--- src/rtl/bpsk_pkg.sv ---
// ============================================================================
// Module      : bpsk_pkg
// Description : Shared FSM state type and sine table generator for the BPSK modulator.
// Revision    : 1.0
// ============================================================================
`default_nettype none

package bpsk_pkg;

    typedef enum logic [1:0] {
        IDLE   = 2'd0,
        LOAD   = 2'd1,
        SETTLE = 2'd2,
        RUN    = 2'd3
    } state_e;

    localparam real c_PI = 3.14159265358979323846;

    // Amplitude is 2^(W-1)-1 so the table is symmetric and its negation always fits.
    function automatic int sine_lut_entry(input int idx, input int samples_per_bit,
                                          input int out_width);
        real amp;
        real v;
        amp = real'((1 << (out_width - 1)) - 1);
        v   = amp * $sin(2.0 * c_PI * real'(idx) / real'(samples_per_bit));
        if (v >= 0.0) begin
            return $rtoi(v + 0.5);
        end
        return -$rtoi(0.5 - v);
    endfunction

endpackage

`default_nettype wire

--- src/rtl/bpsk_sine_lut.sv ---
// ============================================================================
// Module      : bpsk_sine_lut
// Description : Combinational one-period sine ROM, signed OUT_WIDTH samples.
// Revision    : 1.0
// ============================================================================
`default_nettype none

module bpsk_sine_lut
    import bpsk_pkg::*;
#(
    parameter int SAMPLES_PER_BIT = 16,
    parameter int OUT_WIDTH       = 12
) (
    input  logic [$clog2(SAMPLES_PER_BIT)-1:0] idx_i,
    output logic signed [OUT_WIDTH-1:0]        sample_o
);

    logic signed [OUT_WIDTH-1:0] w_rom [SAMPLES_PER_BIT];

    for (genvar i = 0; i < SAMPLES_PER_BIT; i++) begin : g_rom
        assign w_rom[i] = OUT_WIDTH'(sine_lut_entry(i, SAMPLES_PER_BIT, OUT_WIDTH));
    end

    assign sample_o = w_rom[idx_i];

endmodule

`default_nettype wire

--- src/rtl/bpsk_modulator.sv ---
// ============================================================================
// Module      : bpsk_modulator
// Description : Drives an upstream PISO and emits one sine period per bit, sign set by the bit.
// Revision    : 1.0
// ============================================================================
`default_nettype none

module bpsk_modulator
    import bpsk_pkg::*;
#(
    parameter int SAMPLES_PER_BIT = 16,
    parameter int BITS_PER_WORD   = 32,
    parameter int OUT_WIDTH       = 12
) (
    input  logic                        clk,
    input  logic                        reset,
    input  logic                        enable,
    input  logic                        word_valid,
    input  logic                        serial_bit,
    output logic                        load_strobe,
    output logic                        shift_strobe,
    output logic                        word_ready,
    output logic signed [OUT_WIDTH-1:0] sample,
    output logic                        sample_valid,
    output logic                        busy
);

    localparam int c_SIDX_W = $clog2(SAMPLES_PER_BIT);
    localparam int c_BIDX_W = (BITS_PER_WORD > 1) ? $clog2(BITS_PER_WORD) : 1;

    localparam logic [c_SIDX_W-1:0] c_SIDX_LAST = c_SIDX_W'(SAMPLES_PER_BIT - 1);
    localparam logic [c_BIDX_W-1:0] c_BIDX_LAST = c_BIDX_W'(BITS_PER_WORD - 1);

    state_e                      state_q;
    logic [c_SIDX_W-1:0]         sample_idx_q;
    logic [c_BIDX_W-1:0]         bit_idx_q;
    logic signed [OUT_WIDTH-1:0] sample_q;
    logic                        sample_valid_q;

    logic signed [OUT_WIDTH-1:0] w_lut;
    logic signed [OUT_WIDTH-1:0] sample_d;
    logic                        w_last_sample;
    logic                        w_last_bit;

    bpsk_sine_lut #(
        .SAMPLES_PER_BIT (SAMPLES_PER_BIT),
        .OUT_WIDTH       (OUT_WIDTH)
    ) u_lut (
        .idx_i    (sample_idx_q),
        .sample_o (w_lut)
    );

    assign sample_d      = serial_bit ? w_lut : -w_lut;
    assign w_last_sample = (sample_idx_q == c_SIDX_LAST);
    assign w_last_bit    = (bit_idx_q == c_BIDX_LAST);

    // Strobes are decoded from the current state so a frozen (enable=0) cycle never strobes.
    assign load_strobe  = (state_q == LOAD) && enable;
    assign word_ready   = (state_q == LOAD) && enable;
    assign shift_strobe = (state_q == RUN) && enable && w_last_sample;
    assign busy         = (state_q != IDLE);
    assign sample       = sample_q;
    assign sample_valid = sample_valid_q;

    always_ff @(posedge clk) begin
        if (reset) begin
            state_q        <= IDLE;
            sample_idx_q   <= '0;
            bit_idx_q      <= '0;
            sample_q       <= '0;
            sample_valid_q <= 1'b0;
        end else if (enable) begin
            case (state_q)
                IDLE: begin
                    sample_q       <= '0;
                    sample_valid_q <= 1'b0;
                    if (word_valid) begin
                        state_q <= LOAD;
                    end
                end
                LOAD: begin
                    sample_q       <= '0;
                    sample_valid_q <= 1'b0;
                    state_q        <= SETTLE;
                end
                SETTLE: begin
                    sample_q       <= '0;
                    sample_valid_q <= 1'b0;
                    sample_idx_q   <= '0;
                    bit_idx_q      <= '0;
                    state_q        <= RUN;
                end
                RUN: begin
                    sample_q       <= sample_d;
                    sample_valid_q <= 1'b1;
                    if (w_last_sample) begin
                        sample_idx_q <= '0;
                        if (w_last_bit) begin
                            bit_idx_q <= '0;
                            state_q   <= word_valid ? LOAD : IDLE;
                        end else begin
                            bit_idx_q <= bit_idx_q + 1'b1;
                        end
                    end else begin
                        sample_idx_q <= sample_idx_q + 1'b1;
                    end
                end
                default: begin
                    state_q        <= IDLE;
                    sample_q       <= '0;
                    sample_valid_q <= 1'b0;
                end
            endcase
        end else begin
            sample_valid_q <= 1'b0;
        end
    end

endmodule

`default_nettype wire

--- config.mk ---
export PLATFORM = sky130hd
export DESIGN_NAME = bpsk_modulator
export DESIGN_NICKNAME = d
export VERILOG_FILES = /design/src/rtl/bpsk_pkg.sv /design/src/rtl/bpsk_sine_lut.sv /design/src/rtl/bpsk_modulator.sv
export SDC_FILE = /design/constraint.sdc
export NUM_CORES = 1
export LEC_CHECK = 0
export ABC_AREA = 1
export CELL_PAD_IN_SITES_DETAIL_PLACEMENT = 1
export CELL_PAD_IN_SITES_GLOBAL_PLACEMENT = 1
export CORE_MARGIN = 5
export CORE_UTILIZATION = 35
export CTS_CLUSTER_DIAMETER = 50
export CTS_CLUSTER_SIZE = 40
export DETAILED_ROUTE_END_ITERATION = 8
export GPL_TIMING_DRIVEN = 0
export PLACE_DENSITY = 0.77
export SLEW_MARGIN = 40
export SYNTH_ARGS = -nofsm -noshare
export SYNTH_HDL_FRONTEND = slang
export SYNTH_SLANG_ARGS = --single-unit
export TNS_END_PERCENT = 30
--- constraint.sdc ---
create_clock -name clk -period 1.8 [get_ports clk]
set_input_delay 0.18 -clock clk [delete_from_list [all_inputs] [get_ports clk]]
set_output_delay 0.18 -clock clk [all_outputs]
set_load 0.05 [all_outputs]
==> flow_summary.ini <==
[place]
detailed_place_hpwl_mm = 3.48
dpl-instance-area_sq_um = 1980
io_buffer_count = 20
gp_routability_congestion = 0.791

[sta]
rsz0062_at_grt = true
final.min_clock_period_ps = 1730
setup-violations-final = 0
finalHoldViolCount = 0
timing.fmax_ghz = 0.578
clock_tree_skew_after_final_layout_ps = 4.89
timing.slew.headroom_pct = 66.1
timing_worst_slew_pin_value_ps = 507
timing_max_transition_violations_final = 0
final.period_utilization_pct = 96.1
holdWs_ps = 317

[finish]
most_common_cell_after_layout_fill_and_taps_aside = sky130_fd_sc_hd__nand2_1
postLayoutCellArea_sq_um = 2210
layout_common_cells = sky130_fd_sc_hd__nand2_1, sky130_fd_sc_hd__nand3_1, sky130_fd_sc_hd__inv_1
num_antenna_cells = 0
seq_area_sq_um = 489
synthesis_to_finish_area_growth_pct = 30.0
final_layout_size_suffix_gt1_share_pct = 20.7
number_of_nets_in_the_final_layout = 316
multiInputGateArea_sq_um = 1170
fillers = 630

[logic_synthesis]
synth-async-reset-ratio_pct = 0
synth-edff-count = 0
mappedNetlistNets = 286
ys.flop_type = sky130_fd_sc_hd__dfxtp_1
postSynthRegisterBits = 24
synth_area_per_cell_sq_um = 6.38
syn_inst = 266
netlist_area_sq_um = 1700
yosys.cell_types.count = 26
synthesis.yosys.warnings = 0
seq_area_frac_synth_pct = 28.3

[setup_path]
critical_path_required_ps = 1980
timing.critical_path.to_type = flip-flop
crit_cells = 12
setup.worst_path.class = reg -> reg
critical_path.max_stage_delay_ps = 390
worst_r2r_setup_slack_ps = 70
reg2reg_depth = 12
critical-path-slowest-cell = sky130_fd_sc_hd__dfxtp_4
worstPathArrival_ps = 1910
crit_path_cell_trace = clkinvlp_4 > ha_4 > inv_2 > nand2_2 > nand3_2 > nand2_4 > nor2_4 > nand3_2 > nand2_2 > nand2_1 > nand3_1 > nand2_1
crit_buf_inv = 2
startpoint_type = flip-flop
worst-path-max-fanout = 5
cp_top_family = simple AND/OR/NAND/NOR gates

[detailed_routing]
residual_drc_count = 0
vias_per_cell = 4.76
detailedRoute.firstPassIterationCount = 4
drt.antenna.violating_nets = 0
routed-via-count = 1722
drt_iter0_markers = 44
final_routed_wirelength_mm = 4.51
route.detailed.wl_per_inst_microns = 12.5

[power]
cellLeakagePower_nw = 1.08
power.density_nw_per_um2 = 804
ir_worst_vdd_mv = 0.388
power_w = 0.00177

[cts]
clock_buffer_depth = 2
clock_insertion_delay_worst_skew_ps = 280
cts_tree = yes
cts_htree_levels = 1
worst_setup_hold_path_clk_slew_ps = 100
ctsRootBufferMaster = sky130_fd_sc_hd__clkbuf_8
numCtsBuffers = 3
numClockSinks = 24
holdBufCountCts = 0

[status]
run_status = complete, no violations

[floorplanning]
io_pins = 22
die_y_microns = 79.6
placement_row_count = 25
floorplan.initialDensity_pct = 35.9
coreArea_sq_um = 4720
die-area_sq_um = 6340
fp.dieW_microns = 79.6

[grt]
first_global_vias = 1673
number_of_antenna_violations_at_the_first_check_in_global_routing = 0
grt_remaining_overflow = 0
grt_pass1_wl_mm = 7.58
global_route.usage.total_pct = 14.8
grt_start_max_net_pins = 15

[hold_path]
min-delay-path-class = in -> reg
worstHoldPathCells = 2

[run]
maxCapViolations = 0
[final timing paths]
| kind | from | end |
|---|---|---|
| max | sample_idx_q[1]$_SDFFE_PP0P_ | sample[6]$_SDFFE_PP0P_ |
| min | reset | bit_idx_q[4]$_SDFFE_PP0P_ |
| max reg2reg | sample_idx_q[1]$_SDFFE_PP0P_ | sample[6]$_SDFFE_PP0P_ |
| min reg2reg | sample[10]$_SDFFE_PP0P_ | sample[10]$_SDFFE_PP0P_ |
[synth_stat cells, types with 2 or more instances]
| cell type | instances | area (sq um) |
|---|---|---|
| sky130_fd_sc_hd__ha_1 | 15 | 188 |
| sky130_fd_sc_hd__inv_1 | 28 | 105 |
| sky130_fd_sc_hd__nor2_1 | 24 | 90.1 |
| sky130_fd_sc_hd__o21ai_0 | 8 | 40.0 |
| sky130_fd_sc_hd__a21oi_1 | 7 | 35.0 |
| sky130_fd_sc_hd__nand3_1 | 34 | 170 |
| sky130_fd_sc_hd__dfxtp_1 | 24 | 480 |
| sky130_fd_sc_hd__nor2_2 | 4 | 25.0 |
| sky130_fd_sc_hd__nand3_2 | 2 | 20.0 |
| sky130_fd_sc_hd__inv_2 | 3 | 11.3 |
| sky130_fd_sc_hd__buf_4 | 4 | 30.0 |
| sky130_fd_sc_hd__nand4_1 | 2 | 12.5 |
| sky130_fd_sc_hd__xor2_1 | 2 | 17.5 |
| sky130_fd_sc_hd__nand2_2 | 6 | 37.5 |
| sky130_fd_sc_hd__clkbuf_1 | 2 | 7.51 |
| sky130_fd_sc_hd__xnor2_1 | 2 | 17.5 |
| sky130_fd_sc_hd__nand2_1 | 90 | 338 |
[routing by layer]
layer,wire [microns],global-route usage [%],vias to the layer above
li1,-,-,895
met1,2090,18.1,804
met2,2280,27.1,18
met3,93,1.69,5
met4,48,4.12,0
met5,0,0,-
[registers in the layout (all words and copies together), names as in the netlist]
signal        cells
sample           12
bit_idx_q         5
sample_idx_q      4
state_q           2
sample_valid      1
[logic make-up after synthesis]
logic type | count (synthesis) | share of synthesized area [%]
fa+ha+maj | 15 | 11.1
flops | 24 | 28.3
simple gates | 163 | 41.3
xor+xnor | 4 | 2.07
compound gates | 22 | 7.89
buf+inv | 38 | 9.37
[area by class of cell]
| type | count | area share, % |
|---|---|---|
| Clock buffer | 3 | 1.87 |
| Inverter | 31 | 5.45 |
| Sequential cell | 24 | 22.2 |
| Timing Repair Buffer | 25 | 10.4 |
| Clock inverter | 1 | 1.36 |
| Tap cell | 67 | 3.80 |
| Buffer | 7 | 1.93 |
| Multi-Input combinational cell | 204 | 53.0 |
[timing repair]
action | 4_1_cts | 5_1_grt
setup buffers | 2 | 3
cloned | 0 | 0
endpoints found under the setup margin | 20 | 14
pin swaps | 0 | 12
resized for setup | 20 | 32
[power by group]
| part | internal (W) | switching, W | total, W |
|---|---|---|---|
| logic | 0.000262 | 0.000447 | 0.000709 |
| clock network | 0.000298 | 0.000195 | 0.000493 |
| registers | 0.000549 | 0.0000222 | 0.000571 |
[stage by stage]
step	instances	setup WS, ps	setup TNS (ps)	util [%]
CTS	359	26.0	0	44.2
floorplan	266	69.3	0	-
global placement	353	-287	-1970	41.9
finish	362	69.7	0	46.7
global route	362	-45.6	-174	46.7
detailed placement	353	-313	-2670	41.9
No activity file was read; power rests on OpenSTA's default activity.
==> variant 1: new RTL, config.mk and constraints unchanged <==
Re-encode `state_e` (4 states) as one-hot, 4 bits wide.
--- a/src/rtl/bpsk_pkg.sv
+++ b/src/rtl/bpsk_pkg.sv
@@ -9,7 +9,7 @@
 
-    typedef enum logic [1:0] {
-        IDLE   = 2'd0,
-        LOAD   = 2'd1,
-        SETTLE = 2'd2,
-        RUN    = 2'd3
+    typedef enum logic [3:0] {
+        IDLE   = 4'b0001,
+        LOAD   = 4'b0010,
+        SETTLE = 4'b0100,
+        RUN    = 4'b1000
     } state_e;
Formal check against the unedited RTL: same outputs for any inputs over 10 cycles, from zero or initial values and one cycle with reset high; not proved beyond that.
==> variant 1 against the unedited design <==
Final cell count decreased by 2.8%; fmax barely moved; sequential cell count increased by 2; cell area up 0.91%; die area up 1.8%; critical endpoint is now sample[11]; worst setup slack improved by 0.00080 ns; synthesized area increased by 2.1%; routed wire length up 2.9%; first-iteration DRC count is 91% higher.
Power is not compared: it rests on default switching activity, and its combinational part moved more than twofold at a synthesized area within 25%.
==> variant 1: results (changes against the unedited design) <==
Total GRT Usage 15.5% (+0.65 points); port bufs 20 (unchanged); outcome finished clean; Power Density 545 mW/mm2; synth top area cells dfxtp_1 (30%), nand2_1 (16%), inv_1 (6.7%); Netlist cell types 37 (+42%); crit-path max cell delay 0.37 ns (-0.02 ns); CP endpoint sample[11]; DR iter-0 viols 84 (+91%); half-perimeter wire length after placement 3460 um (-0.66%); met3 Usage GRT 2.47% (+0.77 points); routing usage on met2 28.4% (+1.3 points); final RePlAce weighted congestion 0.783 (-0.99%); # fillers 638 (+1.3%); Routed met3 length 99 um (+6.5%); Final Net Count 300 (-5.1%); worst reg2reg path startpoint sample_idx_q[0]; placed cell count 342 (-3.1%); vias in the first global route 1797 (+7.4%); Post-Place Setup Slack -0.567 ns (-0.253 ns); DR vias/cell 4.85 (+1.9%); placed instance area 0.00202 mm2 (+2.0%); Synth Instances 255 (-4.1%); met1 usage 19.4% (+1.3 points); met2 WL post-DR 2420 um (+6.2%); drt wl/cell 13.2 um (+5.8%); kind of critical path flip-flop to flip-flop; drt pass-1 iters 6 (+2); leak pwr 1.07 nW; worst hold path type input pin to flip-flop; P_int 0.920 mW; synth cell count leaders nand2_1 (74), inv_1 (31), dfxtp_1 (26); Worst Tran Pin Value 0.514 ns (+0.00777 ns); VDD IR max 0.459 mV; largest net degree at the start of global routing 16 (+1); Synthesized Nets 269 (-5.9%); Ys Warns 0 (unchanged); clk_skew 0.00926 ns (+0.00437 ns); layout cells sized above 1 22.8% (+2.1 points); DRT met1 WL 2100 um (+0.29%); sequential area share after synthesis 30.1% (+1.7 points)
## variant 1: changes by cell type in the layout (fill, tap and decap cells not counted), moves of 3 or more
cell / delta
buf_6: +3
ha_1: -4
inv_1: +3
nand2_1: -18
nand3_1: -12
nand3_2: -4
nor3_1: +8
o21ai_0: +3
o21ai_1: +7
## variant 1: cell families (layout without fill, tap and decap cells)
family,count (synthesis),after routing,share of synthesized area [%]
AOI/OAI and AO/OA,36,36,12.6
DFF,26,26,30.1
and+or+nand+nor,141,141,39.7
xor gates and xnor gates,2,2,1.01
adders and majority gates,9,9,6.50
buffers and inverters,41,71,10.0
## variant 1: layout make-up
| cell class | count | area [um2] | share of cell area [%] |
|---|---|---|---|
| multi-input cells | 188 | 1120 | 50.2 |
| flip-flops and latches | 26 | 531 | 23.8 |
| repair buffers | 26 | 246 | 11.1 |
| inverters | 35 | 136 | 6.13 |
| well taps | 67 | 83.8 | 3.77 |
| clock buffers | 3 | 41.3 | 1.85 |
| plain buffers | 6 | 40.0 | 1.80 |
| clock inverters | 1 | 30.0 | 1.35 |
## variant 1: worst min-delay path by stage
stage	start	end	slack [ns]	cells after the start
after floorplan	serial_bit	sample[7]	0.36	3
after global placement	sample[9]	sample[9]	0.44	2
after detailed placement	sample[7]	sample[7]	0.44	2
after global routing	reset	state_q[2]	0.23	2
final	reset	state_q[2]	0.22	2
after CTS	reset	state_q[2]	0.21	2
## variant 1: critical path, delay by kind of cell (launching register included)
family,cells,cell delay [ns]
buffers and inverters,1,0.15
flip-flops,1,0.37
AND/OR/NAND/NOR,10,0.90
adder cells (fa/ha/maj),1,0.22
## variant 1: what timing repair did
item / CTS / global route
resized for setup: 27 / 28
endpoints found under the setup margin: 20 / 16
hold endpoints to repair: 0 / 0
pin swaps: 1 / 7
buffers inserted: 6 / 0
==> variant 2: new RTL, same settings <==
Made on the original files. Set the parameter `BITS_PER_WORD` to 128 (it was 32).
--- a/src/rtl/bpsk_modulator.sv
+++ b/src/rtl/bpsk_modulator.sv
@@ -11,3 +11,3 @@
     parameter int SAMPLES_PER_BIT = 16,
-    parameter int BITS_PER_WORD   = 32,
+    parameter int BITS_PER_WORD   = 128,
     parameter int OUT_WIDTH       = 12
Formal check against the unedited RTL: no difference found for any inputs over 10 cycles, from zero or initial values and one cycle with reset high; that may be too few to reach the edited logic, so the function may still have changed.
==> variant 2 against the unedited design <==
Critical path depth stayed put; sequential power rose by 6.3%; worst setup slack improved by 0.032 ns; synthesized area up 0.29%; highest routed layer unchanged; cell area decreased by 3.3%; sequential cell count rose by 2; die area up 0.25%; total power decreased by 19%; routed wire length fell by 6.1%.
==> variant 2: results (changes against the unedited design) <==
DRT met1 WL 1900 um (-8.9%); post-CTS setup buffer count 2 (unchanged); half-perimeter wire length after placement 3240 um (-6.9%); routing usage on met2 25.7% (-1.4 points); placed cell count 336 (-4.8%); DR iter-0 viols 50 (+14%); Async SR Flop Fraction 0% (unchanged); WHS 0.276 ns (-0.0410 ns); port bufs 20 (unchanged); worst setup margin 0.102 ns (+0.0323 ns); sequential area share after synthesis 30.6% (+2.3 points); placed instance area 0.00199 mm2 (+0.25%); Post-Place Setup Slack -0.338 ns (-0.0243 ns); first-pass GRT wire length 7130 um (-6.0%); vias in the first global route 1522 (-9.0%); DR top layer met4; Netlist cell types 35 (+35%); CP Data Arrival Time 1.87 ns (-0.04 ns); met1 usage 16.9% (-1.2 points); final RePlAce weighted congestion 0.781 (-1.3%); post_cts resized 21 (+5.0%); outcome finished clean; clock-pin slew on the worst setup and hold paths 0.09 ns; synth top area cells dfxtp_1 (31%), nand2_1 (15%), ha_1 (10%); ANT cells 0 (unchanged); crit-path max cell delay 0.41 ns (+0.02 ns); CP Max Fanout 7 (+2); VDD IR max 0.297 mV (-23%); met3 Usage GRT 3.05% (+1.4 points); Final Net Count 298 (-5.7%); met2 WL post-DR 2210 um (-3.2%); worst r2r dst sample[9]; slew margin rel. 65.8% (-0.29 points); Routed met3 length 101 um (+8.6%); drt wl/cell 12.3 um (-1.4%); leak pwr 0.922 nW (-14%); synth cell count leaders nand2_1 (70), dfxtp_1 (26), inv_1 (24); clk_skew 0.00388 ns (-0.00101 ns); Synth Instances 249 (-6.4%); Synthesized Nets 268 (-6.3%); Final Non-Filler Cells 345 (-4.7%); DR vias/cell 4.67 (-1.9%); Total GRT Usage 14.0% (-0.81 points); layout cells sized above 1 20.1% (-0.53 points); CP startpoint sample_idx_q[0]; Worst Hold End state_q[0]
-- variant 2: cell families (layout without fill, tap and decap cells) --
family,Yosys count,after routing,share of synthesized area (%)
buf+inv,36,65,8.90
fa+ha+maj,14,14,10.3
xor+xnor,3,3,1.54
compound gates,36,36,11.6
flops,26,26,30.6
simple gates,134,134,37.1
-- variant 2: cell type report --
class / count / area, um2
Fill cell: 622 / 2590
Multi-Input combinational cell: 187 / 1080
Sequential cell: 26 / 529
Timing Repair Buffer: 25 / 229
Inverter: 31 / 120
Tap cell: 67 / 83.8
Clock buffer: 4 / 55.1
Buffer: 5 / 33.8
-- variant 2: report_power, final --
group | total [mW] | internal [mW] | switching, mW
Combinational | 0.451 | 0.165 | 0.286
Clock | 0.383 | 0.196 | 0.188
Sequential | 0.607 | 0.588 | 0.0188
Total | 1.44 | 0.949 | 0.493
